--- config.mk ---
export PLATFORM = sky130hd
export DESIGN_NAME = decode_stage_flat
export DESIGN_NICKNAME = d
export VERILOG_FILES = /design/src/rtl/decode_stage_pkg.sv /design/src/rtl/decode_stage_if.sv /design/src/rtl/decode_stage_inst_decode.sv /design/src/rtl/decode_stage.sv /design/src/flat_wrapper.sv
export SDC_FILE = /design/constraint.sdc
export NUM_CORES = 1
export LEC_CHECK = 0
export CORE_ASPECT_RATIO = 1.75
export CORE_MARGIN = 2
export CORE_UTILIZATION = 49
export DETAILED_ROUTE_END_ITERATION = 10
export PLACE_DENSITY = 0.81
export RECOVER_POWER = 100
export SLEW_MARGIN = 20
export SYNTH_ARGS = -nofsm -noshare
export SYNTH_HDL_FRONTEND = slang
export SYNTH_SLANG_ARGS = --single-unit
--- constraint.sdc ---
create_clock -name clk -period 2.25 [get_ports clk]
set_clock_uncertainty 0.2 [all_clocks]
set_input_delay 0.675 -clock clk [delete_from_list [all_inputs] [get_ports clk]]
set_output_delay 0.675 -clock clk [all_outputs]
set_load 0.01 [all_outputs]
--- src/rtl/decode_stage_pkg.sv ---
// Shared decode definitions: RV32 base opcodes, immediate-format encodings and the
// registered beat payload carried by the IF/ID stage.
package decode_stage_pkg;

  localparam logic [6:0] OPC_LUI    = 7'b0110111;
  localparam logic [6:0] OPC_AUIPC  = 7'b0010111;
  localparam logic [6:0] OPC_JAL    = 7'b1101111;
  localparam logic [6:0] OPC_JALR   = 7'b1100111;
  localparam logic [6:0] OPC_BRANCH = 7'b1100011;
  localparam logic [6:0] OPC_LOAD   = 7'b0000011;
  localparam logic [6:0] OPC_STORE  = 7'b0100011;
  localparam logic [6:0] OPC_OP_IMM = 7'b0010011;
  localparam logic [6:0] OPC_OP     = 7'b0110011;
  localparam logic [6:0] OPC_FENCE  = 7'b0001111;
  localparam logic [6:0] OPC_SYSTEM = 7'b1110011;

  // Immediate formats as understood by imm_gen.
  typedef enum logic [2:0] {
    IMM_I = 3'd0,
    IMM_S = 3'd1,
    IMM_B = 3'd2,
    IMM_U = 3'd3,
    IMM_J = 3'd4
  } imm_sel_e;

  typedef struct packed {
    logic [24:0] inst;
    logic [6:0]  opcode;
    imm_sel_e    imm_sel;
    logic        has_imm;
    logic        illegal;
  } dec_beat_t;

endpackage

--- src/rtl/decode_stage_if.sv ---
// Fetch-side and execute-side handshake bundle of the IF/ID stage.
interface decode_stage_if #(parameter int XLEN = 32);
  logic            in_valid;
  logic            in_ready;
  logic [XLEN-1:0] in_inst;
  logic [XLEN-1:0] in_pc;
  logic            flush;
  logic            out_valid;
  logic            out_ready;
  logic [XLEN-1:0] out_pc;
  logic [24:0]     out_inst;
  logic [2:0]      out_imm_sel;
  logic [6:0]      out_opcode;
  logic [4:0]      out_rd;
  logic [4:0]      out_rs1;
  logic [4:0]      out_rs2;
  logic [2:0]      out_funct3;
  logic [6:0]      out_funct7;
  logic            out_has_imm;
  logic            out_illegal;

  modport slave (
    input  in_valid, in_inst, in_pc, flush, out_ready,
    output in_ready, out_valid, out_pc, out_inst, out_imm_sel, out_opcode,
           out_rd, out_rs1, out_rs2, out_funct3, out_funct7, out_has_imm, out_illegal
  );

  modport master (
    output in_valid, in_inst, in_pc, flush, out_ready,
    input  in_ready, out_valid, out_pc, out_inst, out_imm_sel, out_opcode,
           out_rd, out_rs1, out_rs2, out_funct3, out_funct7, out_has_imm, out_illegal
  );
endinterface

--- src/rtl/decode_stage_inst_decode.sv ---
// Combinational opcode classifier: immediate format, immediate usage and illegal flag.
// Unknown opcodes (including inst[1:0] != 2'b11) report illegal with format I and no immediate.
module inst_decode
  import decode_stage_pkg::*;
(
  input  logic [31:0] inst,
  output imm_sel_e    imm_sel,
  output logic        has_imm,
  output logic        illegal
);

  always_comb begin
    imm_sel = IMM_I;
    has_imm = 1'b1;
    illegal = 1'b0;
    case (inst[6:0])
      OPC_OP_IMM, OPC_LOAD, OPC_JALR,
      OPC_SYSTEM, OPC_FENCE: imm_sel = IMM_I;
      OPC_STORE:             imm_sel = IMM_S;
      OPC_BRANCH:            imm_sel = IMM_B;
      OPC_LUI, OPC_AUIPC:    imm_sel = IMM_U;
      OPC_JAL:               imm_sel = IMM_J;
      OPC_OP:                has_imm = 1'b0;
      default: begin
        has_imm = 1'b0;
        illegal = 1'b1;
      end
    endcase
  end

endmodule

--- src/rtl/decode_stage.sv ---
// IF/ID stage: registers fetched beats with their decode in a main + skid buffer so
// in_ready comes straight from a flop; strict FIFO order, flush drops everything held.
module decode_stage
  import decode_stage_pkg::*;
#(
  parameter int XLEN    = 32,
  parameter bit SKID_EN = 1'b1
) (
  input  logic         clk,
  input  logic         rst_n,
  decode_stage_if.slave bus
);

  imm_sel_e  dec_imm_sel;
  logic      dec_has_imm;
  logic      dec_illegal;
  dec_beat_t in_beat;

  inst_decode u_inst_decode (
    .inst    (bus.in_inst[31:0]),
    .imm_sel (dec_imm_sel),
    .has_imm (dec_has_imm),
    .illegal (dec_illegal)
  );

  always_comb begin
    in_beat.inst    = bus.in_inst[31:7];
    in_beat.opcode  = bus.in_inst[6:0];
    in_beat.imm_sel = dec_imm_sel;
    in_beat.has_imm = dec_has_imm;
    in_beat.illegal = dec_illegal;
  end

  logic            main_vld_q, main_vld_d;
  logic            skid_vld_q, skid_vld_d;
  dec_beat_t       main_q, main_d;
  dec_beat_t       skid_q, skid_d;
  logic [XLEN-1:0] main_pc_q, main_pc_d;
  logic [XLEN-1:0] skid_pc_q, skid_pc_d;

  logic accept;
  logic xfer;

  // Without the skid entry, ready must look through to out_ready to keep full throughput.
  assign bus.in_ready = SKID_EN ? ~skid_vld_q : (~main_vld_q | bus.out_ready);
  assign accept       = bus.in_valid & bus.in_ready;
  assign xfer         = main_vld_q & bus.out_ready;

  always_comb begin
    main_vld_d = main_vld_q;
    skid_vld_d = skid_vld_q;
    main_d     = main_q;
    skid_d     = skid_q;
    main_pc_d  = main_pc_q;
    skid_pc_d  = skid_pc_q;
    if (bus.flush) begin
      main_vld_d = 1'b0;
      skid_vld_d = 1'b0;
    end else if (xfer || !main_vld_q) begin
      // in_ready is low whenever skid holds a beat, so refill-from-skid never races an accept.
      if (skid_vld_q) begin
        main_vld_d = 1'b1;
        main_d     = skid_q;
        main_pc_d  = skid_pc_q;
        skid_vld_d = 1'b0;
      end else if (accept) begin
        main_vld_d = 1'b1;
        main_d     = in_beat;
        main_pc_d  = bus.in_pc;
      end else begin
        main_vld_d = 1'b0;
      end
    end else if (accept && SKID_EN) begin
      skid_vld_d = 1'b1;
      skid_d     = in_beat;
      skid_pc_d  = bus.in_pc;
    end
  end

  always_ff @(posedge clk or negedge rst_n) begin
    if (!rst_n) begin
      main_vld_q <= 1'b0;
      skid_vld_q <= 1'b0;
      main_q     <= '0;
      skid_q     <= '0;
      main_pc_q  <= '0;
      skid_pc_q  <= '0;
    end else begin
      main_vld_q <= main_vld_d;
      skid_vld_q <= skid_vld_d;
      main_q     <= main_d;
      skid_q     <= skid_d;
      main_pc_q  <= main_pc_d;
      skid_pc_q  <= skid_pc_d;
    end
  end

  assign bus.out_valid   = main_vld_q;
  assign bus.out_pc      = main_pc_q;
  assign bus.out_inst    = main_q.inst;
  assign bus.out_imm_sel = main_q.imm_sel;
  assign bus.out_opcode  = main_q.opcode;
  assign bus.out_has_imm = main_q.has_imm;
  assign bus.out_illegal = main_q.illegal;
  // Field slices of inst[31:7], offset by 7.
  assign bus.out_rd      = main_q.inst[4:0];
  assign bus.out_funct3  = main_q.inst[7:5];
  assign bus.out_rs1     = main_q.inst[12:8];
  assign bus.out_rs2     = main_q.inst[17:13];
  assign bus.out_funct7  = main_q.inst[24:18];

endmodule

--- src/flat_wrapper.sv ---
// flat-port wrapper written by rule: the top's interface ports become plain ports
module decode_stage_flat import decode_stage_pkg::*;
#(
  parameter int XLEN    = 32,
  parameter bit SKID_EN = 1'b1
)
  (clk, rst_n, bus_in_valid, bus_in_inst, bus_in_pc, bus_flush, bus_out_ready, bus_in_ready, bus_out_valid, bus_out_pc, bus_out_inst, bus_out_imm_sel, bus_out_opcode, bus_out_rd, bus_out_rs1, bus_out_rs2, bus_out_funct3, bus_out_funct7, bus_out_has_imm, bus_out_illegal);
  decode_stage_if #(.XLEN(XLEN)) bus_i ();
  input  logic clk;
  input  logic rst_n;
  input wire logic [$bits(bus_i.in_valid)-1:0] bus_in_valid;
  input wire logic [$bits(bus_i.in_inst)-1:0] bus_in_inst;
  input wire logic [$bits(bus_i.in_pc)-1:0] bus_in_pc;
  input wire logic [$bits(bus_i.flush)-1:0] bus_flush;
  input wire logic [$bits(bus_i.out_ready)-1:0] bus_out_ready;
  output wire logic [$bits(bus_i.in_ready)-1:0] bus_in_ready;
  output wire logic [$bits(bus_i.out_valid)-1:0] bus_out_valid;
  output wire logic [$bits(bus_i.out_pc)-1:0] bus_out_pc;
  output wire logic [$bits(bus_i.out_inst)-1:0] bus_out_inst;
  output wire logic [$bits(bus_i.out_imm_sel)-1:0] bus_out_imm_sel;
  output wire logic [$bits(bus_i.out_opcode)-1:0] bus_out_opcode;
  output wire logic [$bits(bus_i.out_rd)-1:0] bus_out_rd;
  output wire logic [$bits(bus_i.out_rs1)-1:0] bus_out_rs1;
  output wire logic [$bits(bus_i.out_rs2)-1:0] bus_out_rs2;
  output wire logic [$bits(bus_i.out_funct3)-1:0] bus_out_funct3;
  output wire logic [$bits(bus_i.out_funct7)-1:0] bus_out_funct7;
  output wire logic [$bits(bus_i.out_has_imm)-1:0] bus_out_has_imm;
  output wire logic [$bits(bus_i.out_illegal)-1:0] bus_out_illegal;
  assign bus_i.in_valid = bus_in_valid;
  assign bus_i.in_inst = bus_in_inst;
  assign bus_i.in_pc = bus_in_pc;
  assign bus_i.flush = bus_flush;
  assign bus_i.out_ready = bus_out_ready;
  assign bus_in_ready = bus_i.in_ready;
  assign bus_out_valid = bus_i.out_valid;
  assign bus_out_pc = bus_i.out_pc;
  assign bus_out_inst = bus_i.out_inst;
  assign bus_out_imm_sel = bus_i.out_imm_sel;
  assign bus_out_opcode = bus_i.out_opcode;
  assign bus_out_rd = bus_i.out_rd;
  assign bus_out_rs1 = bus_i.out_rs1;
  assign bus_out_rs2 = bus_i.out_rs2;
  assign bus_out_funct3 = bus_i.out_funct3;
  assign bus_out_funct7 = bus_i.out_funct7;
  assign bus_out_has_imm = bus_i.out_has_imm;
  assign bus_out_illegal = bus_i.out_illegal;
  decode_stage #(.XLEN(XLEN), .SKID_EN(SKID_EN)) u_core (.clk(clk), .rst_n(rst_n), .bus(bus_i));
endmodule
---- Word-level counts from Yosys, hierarchy flattened ----
Cells that the tools add are included.
word-level totals
  register bits ........................... 140
  input port bits ......................... 69
  word-level logic and storage cells ...... 54
cells by class
  bitwise gates (word level) .............. 5
  multiplexer cells ....................... 14
  reductions and logical operators ........ 10
  equality and inequality tests ........... 11
operator list
  operator              number
  $mux W37              2
  $mux W32              2
  $eq A7 B7 Y1 const B  4
  $eq A7 B6 Y1 const B  3
  $eq A7 B5 Y1 const B  2
  $pmux W3 S4           1
  $reduce_or A11 Y1     1
  $reduce_or A10 Y1     1
  $mux W1               9
  $eq A7 B2 Y1 const B  1
  $eq A7 B4 Y1 const B  1
  $reduce_and A3 Y1     2
  $reduce_bool A2 Y1    2
  $not A1 Y1            3
  $reduce_bool A3 Y1    1
  $and A1 B1 Y1         2
  $reduce_or A2 Y1      1
  $logic_not A1 Y1      1
  $logic_or A1 B1 Y1    1

---- Depth between registers and ports, before layout ----
  word-level depth ........................ 6
  mapped depth ............................ 6

---- Modules after synthesis ----
From an unflattened synthesis, not the netlist that was laid out.
unflattened totals
  cells, all modules ...................... 430
  area total of the unflattened synthesis .. 6,382.4 um^2
modules (own cells, without submodules)
  module        times used  cells each  area an instance (um^2)
  decode_stage  1           403         6,213.5
  inst_decode   1           27          168.9

---- Worst setup path after synthesis ----
Ideal clock, no wire load.
  kind .................................... input-to-reg
  start ................................... input bus_in_inst[2]
  end ..................................... register u_core.main_q, in the netlist u_core.bus.out_imm_sel[0]
  stages on the path ...................... 4
  required time ........................... 1,985 ps
  slack ................................... 280 ps
  path buffers ............................ 0
  arrival time ............................ 1,705 ps
  cells stage by stage .................... or3b_1 -> a2111o_1 -> o211ai_2 -> o21a_1
on the way
  cells in the longest elaborated chain, start to end .. 5
RTL lines
  what                                                 RTL line                        RTL
  start: declaration                                   flat_wrapper.sv:12              input wire logic [$bits(bus_i.in_inst)-1:0] bus_in_inst;
  $eq A7 B6 Y1 / $eq A7 B5 Y1 (equally long branches)  decode_stage_inst_decode.sv:16  case (inst[6:0])
  $reduce_or A2 Y1                                     decode_stage_inst_decode.sv:16
  $pmux W3 S4 (*)                                      decode_stage_inst_decode.sv:16
  $mux W37 (*)                                         decode_stage.sv:66              end else if (accept) begin
  $mux W37 (*)                                         decode_stage.sv:61              if (skid_vld_q) begin
  end signal: assignment                               decode_stage.sv:91              main_q <= main_d;
  end: declaration                                     decode_stage.sv:36              dec_beat_t main_q, main_d;
Mark *: on every way between the ends. The rest lies on a longest branch, timed or not. The select of a mux whose other input is x is not followed.
A chain may end at the register's enable or synchronous reset.

---- Worst setup path after layout ----
  start ................................... register u_core.main_q, in the netlist u_core.bus.out_has_imm
  end ..................................... output bus_out_has_imm
RTL lines
  what              RTL line            RTL
  end: declaration  flat_wrapper.sv:27  output wire logic [$bits(bus_i.out_has_imm)-1:0] bus_out_has_imm;
No word-level cell between the ends.

==> out/metrics.csv <==
metric,value,unit
WHS,273,ps
antenna violations before repair,0,
worst flop-to-flop path startpoint,u_core.skid_vld_q$_DFFE_PN0P_,
worst reg-to-reg path cell count,4,
number of buffers created by CTS,17,
worst path bufs/invs,1,
result of the run,finished clean,
flip-flop cell with the highest count after synthesis,sky130_fd_sc_hd__dfrtp_1,
share of final-layout standard cells stronger than drive strength 1,18.1,%
total wirelength of the detailed-routed design,14000,µm
number of nets with antenna violations after detailed routing,0,
min cycle time layout,2220,ps
"Hold Vio Cnt, Final",0,
Mapped Cells,515,
RSZ-0062 raised after global routing,no,
post-DR vias/cell,5.19,
Comb power frac,20.7,%
start-to-end type of the worst setup path,register to output pin,
Max Fanout on Critical Path,2,
summed negative setup slack over all endpoints,0,ps
achievable frequency,0.451,GHz
hold path startpoint,u_core.skid_q[0]$_DFFE_PN0P_,
sequential-to-total area share from yosys stat,57.1,%
number of buffers between clock root and the deepest sink,2,
area of the placeable core,12400,µm²
CTS sink count,140,
tightest slew margin relative to the limit,19.0,%
max-capacitance violation count,0,
number of top-level pins,165,
CP startpoint kind,register,
CTS clock-pin slew for the worst setup and hold paths,50,ps
Top delay family on crit path,buffers and inverters,
overall fraction of global-route tracks in use,21.7,%
Final GP Congestion,0.841,
transition time at the pin with the least slew margin,1210,ps
number of distinct library cells after synthesis,37,
pin count of the biggest net entering global routing,46,
TritonCTS clock tree,done,
portion of the clock cycle consumed by the worst path in the final layout,98.5,%
cell depth of the worst setup path,1,
PortBufs,164,
static leakage,3.47,nW
post-synthesis sequential element count,140,
synth warn,0,
max-slew violation total from the final report,0,
via count of the first global-routing pass,4759,
mean routed wirelength per cell,16.5,µm
H-Tree Level Count,4,
slack of the worst reg-to-reg path,380,ps
"Slowest-stage cell, CP",sky130_fd_sc_hd__clkdlybuf4s50_1,
clock network latency to the later pin of the worst-skew pair,400,ps
starting density of the core,49.6,%
Net Switching,1.96,mW
Clock Tree Root,sky130_fd_sc_hd__clkbuf_16,
clock network power share,35.8,%
number of placement rows,54,
number of synthesized flops with an enable pin,0,
capturing element type of the critical path,output pin,
CP Data Arrival Time,1340,ps
hold path depth,2,
Area Growth Syn to Fin,38.5,%
DP Wirelength,9830,µm
DR pass1 iterations,6,
count of vias placed by the detailed router,4428,
sequential power share,43.4,%
Power Dens Cells,900,nW/µm²
type of the most critical hold path,register to register,
switching part of the total power,25.6,%
number of setup buffers added after CTS,0,
DR DRC count,0,
total die area,13500,µm²
async set-reset flop share out of synthesis,100,%
Hold Path End,u_core.skid_q[0]$_DFFE_PN0P_,
critical path's largest stage delay,570,ps
remaining global-route overflow,0,
Diodes inserted,0,
"Req. time, crit path",1370,ps
r2r endpoint,u_core.skid_q[23]$_DFFE_PN0P_,
Die Y-Extent,152,µm
cell breakdown of the critical path,clkdlybuf4s50_1,
syn_area_per_cell,11.9,µm²
Worst IR Drop VDD,0.618,mV
number of setup violations in the final report,0,
count of nets after finishing,741,
post-synth net total,584,
number of DRC markers after the initial detailed-route iteration,250,
internal portion of total power,5.70,mW
horizontal extent of the die,88.6,µm
synthesized cell area,6140,µm²
wire length of the first global-routing pass,23000,µm
state kept, by name, indices dropped and copies added (netlist names):
register                cells
u_core.bus.out_inst        25
u_core.bus.out_pc          32
u_core.bus.out_valid        1
u_core.skid_vld_q           1
u_core.skid_q              37
u_core.bus.out_imm_sel      3
u_core.bus.out_illegal      1
u_core.bus.out_opcode       7
u_core.bus.out_has_imm      1
u_core.skid_pc_q           32
Yosys cell counts (all sizes together) (3+ instances only):
library cell / number / share of area [%]
mux2: 63 / 12
dfrtp: 140 / 57
a21oi: 68 / 5.5
buf: 47 / 4.9
inv: 3 / 0.18
mux2i: 65 / 11
nand2: 11 / 0.67
o31ai: 3 / 0.37
nor2: 69 / 4.2
o21ai: 5 / 0.41
clkbuf: 12 / 0.73
cell families (layout without fill, tap and decap cells):
family | Yosys count | count (layout) | synth area share [%]
flip-flops | 140 | 140 | 57.1
multiplexers | 128 | 128 | 22.2
AND/OR/NAND/NOR | 98 | 98 | 7.05
AO/OA/AOI/OAI | 87 | 87 | 7.91
buffers and inverters | 62 | 232 | 5.81
layer usage:
| metal | vias to the layer above | global-route usage (%) | share of wire, % |
|---|---|---|---|
| met5 | - | 0 | 0 |
| met4 | 0 | 7.36 | 2.2 |
| met3 | 22 | 5.54 | 4.6 |
| met2 | 120 | 39.1 | 56 |
| met1 | 2194 | 24.2 | 38 |
| li1 | 2092 | - | - |
layout make-up:
| class | count | area [µm²] |
|---|---|---|
| clock buffers | 22 | 474 |
| inverters | 3 | 11.3 |
| multi-input cells | 313 | 2290 |
| repair buffers | 197 | 1900 |
| clock inverters | 10 | 114 |
| flip-flops and latches | 140 | 3510 |
| fillers | 909 | 3860 |
| well taps | 168 | 210 |
worst max-delay path by stage:
stage,slack [ps],endpoint,startpoint
floorplan,280,u_core.bus.out_imm_sel[0]$_DFFE_PN0P_,bus_in_inst[2]
global placement,-260,u_core.bus.out_imm_sel[0]$_DFFE_PN0P_,bus_in_inst[4]
detailed placement,-280,u_core.bus.out_imm_sel[0]$_DFFE_PN0P_,bus_in_inst[4]
CTS,5,bus_out_funct7[3],u_core.bus.out_inst[21]$_DFFE_PN0P_
global route,0.2,bus_out_rs2[3],u_core.bus.out_inst[16]$_DFFE_PN0P_
finish,30,bus_out_has_imm,u_core.bus.out_has_imm$_DFFE_PN0P_
metrics by stage:
stage          utilization (%)  cells  total power, mW  instance area (µm²)  setup WS, ps
6_report                  68.8    853             7.65                 8500          34.7
5_1_grt                   68.8    853             8.01                 8500         0.187
4_1_cts                   69.7    853             7.77                 8610          5.34
3_5_place_dp              64.9    821             5.01                 8030          -283
3_3_place_gp              64.9    821             4.91                 8030          -260
2_1_floorplan                -    515             4.11                 6140           280
timing repair:
action	4_1_cts	5_1_grt
gates resized for setup	2	17
hold buffers	0	0
gates cloned	0	0
setup endpoints to repair	2	20
layout by cell type (no fill, tap or decap), types with 2 or more instances in the layout:
| cell type | synthesis | layout |
|---|---|---|
| sky130_fd_sc_hd__clkdlybuf4s50_1 | 0 | 143 |
| sky130_fd_sc_hd__dfrtp_1 | 140 | 139 |
| sky130_fd_sc_hd__nor2_1 | 69 | 69 |
| sky130_fd_sc_hd__a21oi_1 | 68 | 68 |
| sky130_fd_sc_hd__mux2i_1 | 65 | 65 |
| sky130_fd_sc_hd__mux2_2 | 63 | 63 |
| sky130_fd_sc_hd__clkbuf_16 | 0 | 17 |
| sky130_fd_sc_hd__buf_4 | 26 | 14 |
| sky130_fd_sc_hd__clkdlybuf4s25_1 | 0 | 13 |
| sky130_fd_sc_hd__clkbuf_1 | 12 | 12 |
| sky130_fd_sc_hd__nand2_1 | 11 | 11 |
| sky130_fd_sc_hd__o21ai_0 | 5 | 5 |
| sky130_fd_sc_hd__clkinv_2 | 0 | 4 |
| sky130_fd_sc_hd__clkbuf_2 | 0 | 4 |
| sky130_fd_sc_hd__buf_12 | 0 | 4 |
| sky130_fd_sc_hd__inv_1 | 3 | 3 |
| sky130_fd_sc_hd__o31ai_1 | 3 | 3 |
| sky130_fd_sc_hd__clkbuf_8 | 0 | 3 |
| sky130_fd_sc_hd__dlymetal6s2s_1 | 0 | 3 |
| sky130_fd_sc_hd__o211ai_1 | 1 | 2 |
| sky130_fd_sc_hd__o21a_1 | 2 | 2 |
| sky130_fd_sc_hd__o41ai_1 | 2 | 2 |
| sky130_fd_sc_hd__nand2b_1 | 2 | 2 |
| sky130_fd_sc_hd__clkinv_4 | 0 | 2 |
| sky130_fd_sc_hd__bufinv_16 | 0 | 2 |
| sky130_fd_sc_hd__dlygate4sd2_1 | 0 | 2 |
| sky130_fd_sc_hd__clkbuf_4 | 0 | 2 |
power by group through the flow:
| stage | Sequential (mW) | Combinational [mW] | Clock [mW] |
|---|---|---|---|
| 3_3_place_gp | 3.32 | 1.59 | 0 |
| 3_5_place_dp | 3.36 | 1.65 | 0 |
| 4_1_cts | 3.32 | 1.65 | 2.79 |
| 6_report | 3.32 | 1.59 | 2.74 |
| 2_1_floorplan | 3.38 | 0.726 | 0 |
| 5_1_grt | 3.38 | 1.73 | 2.90 |
Note: power is estimated with default switching activity, not from simulation.
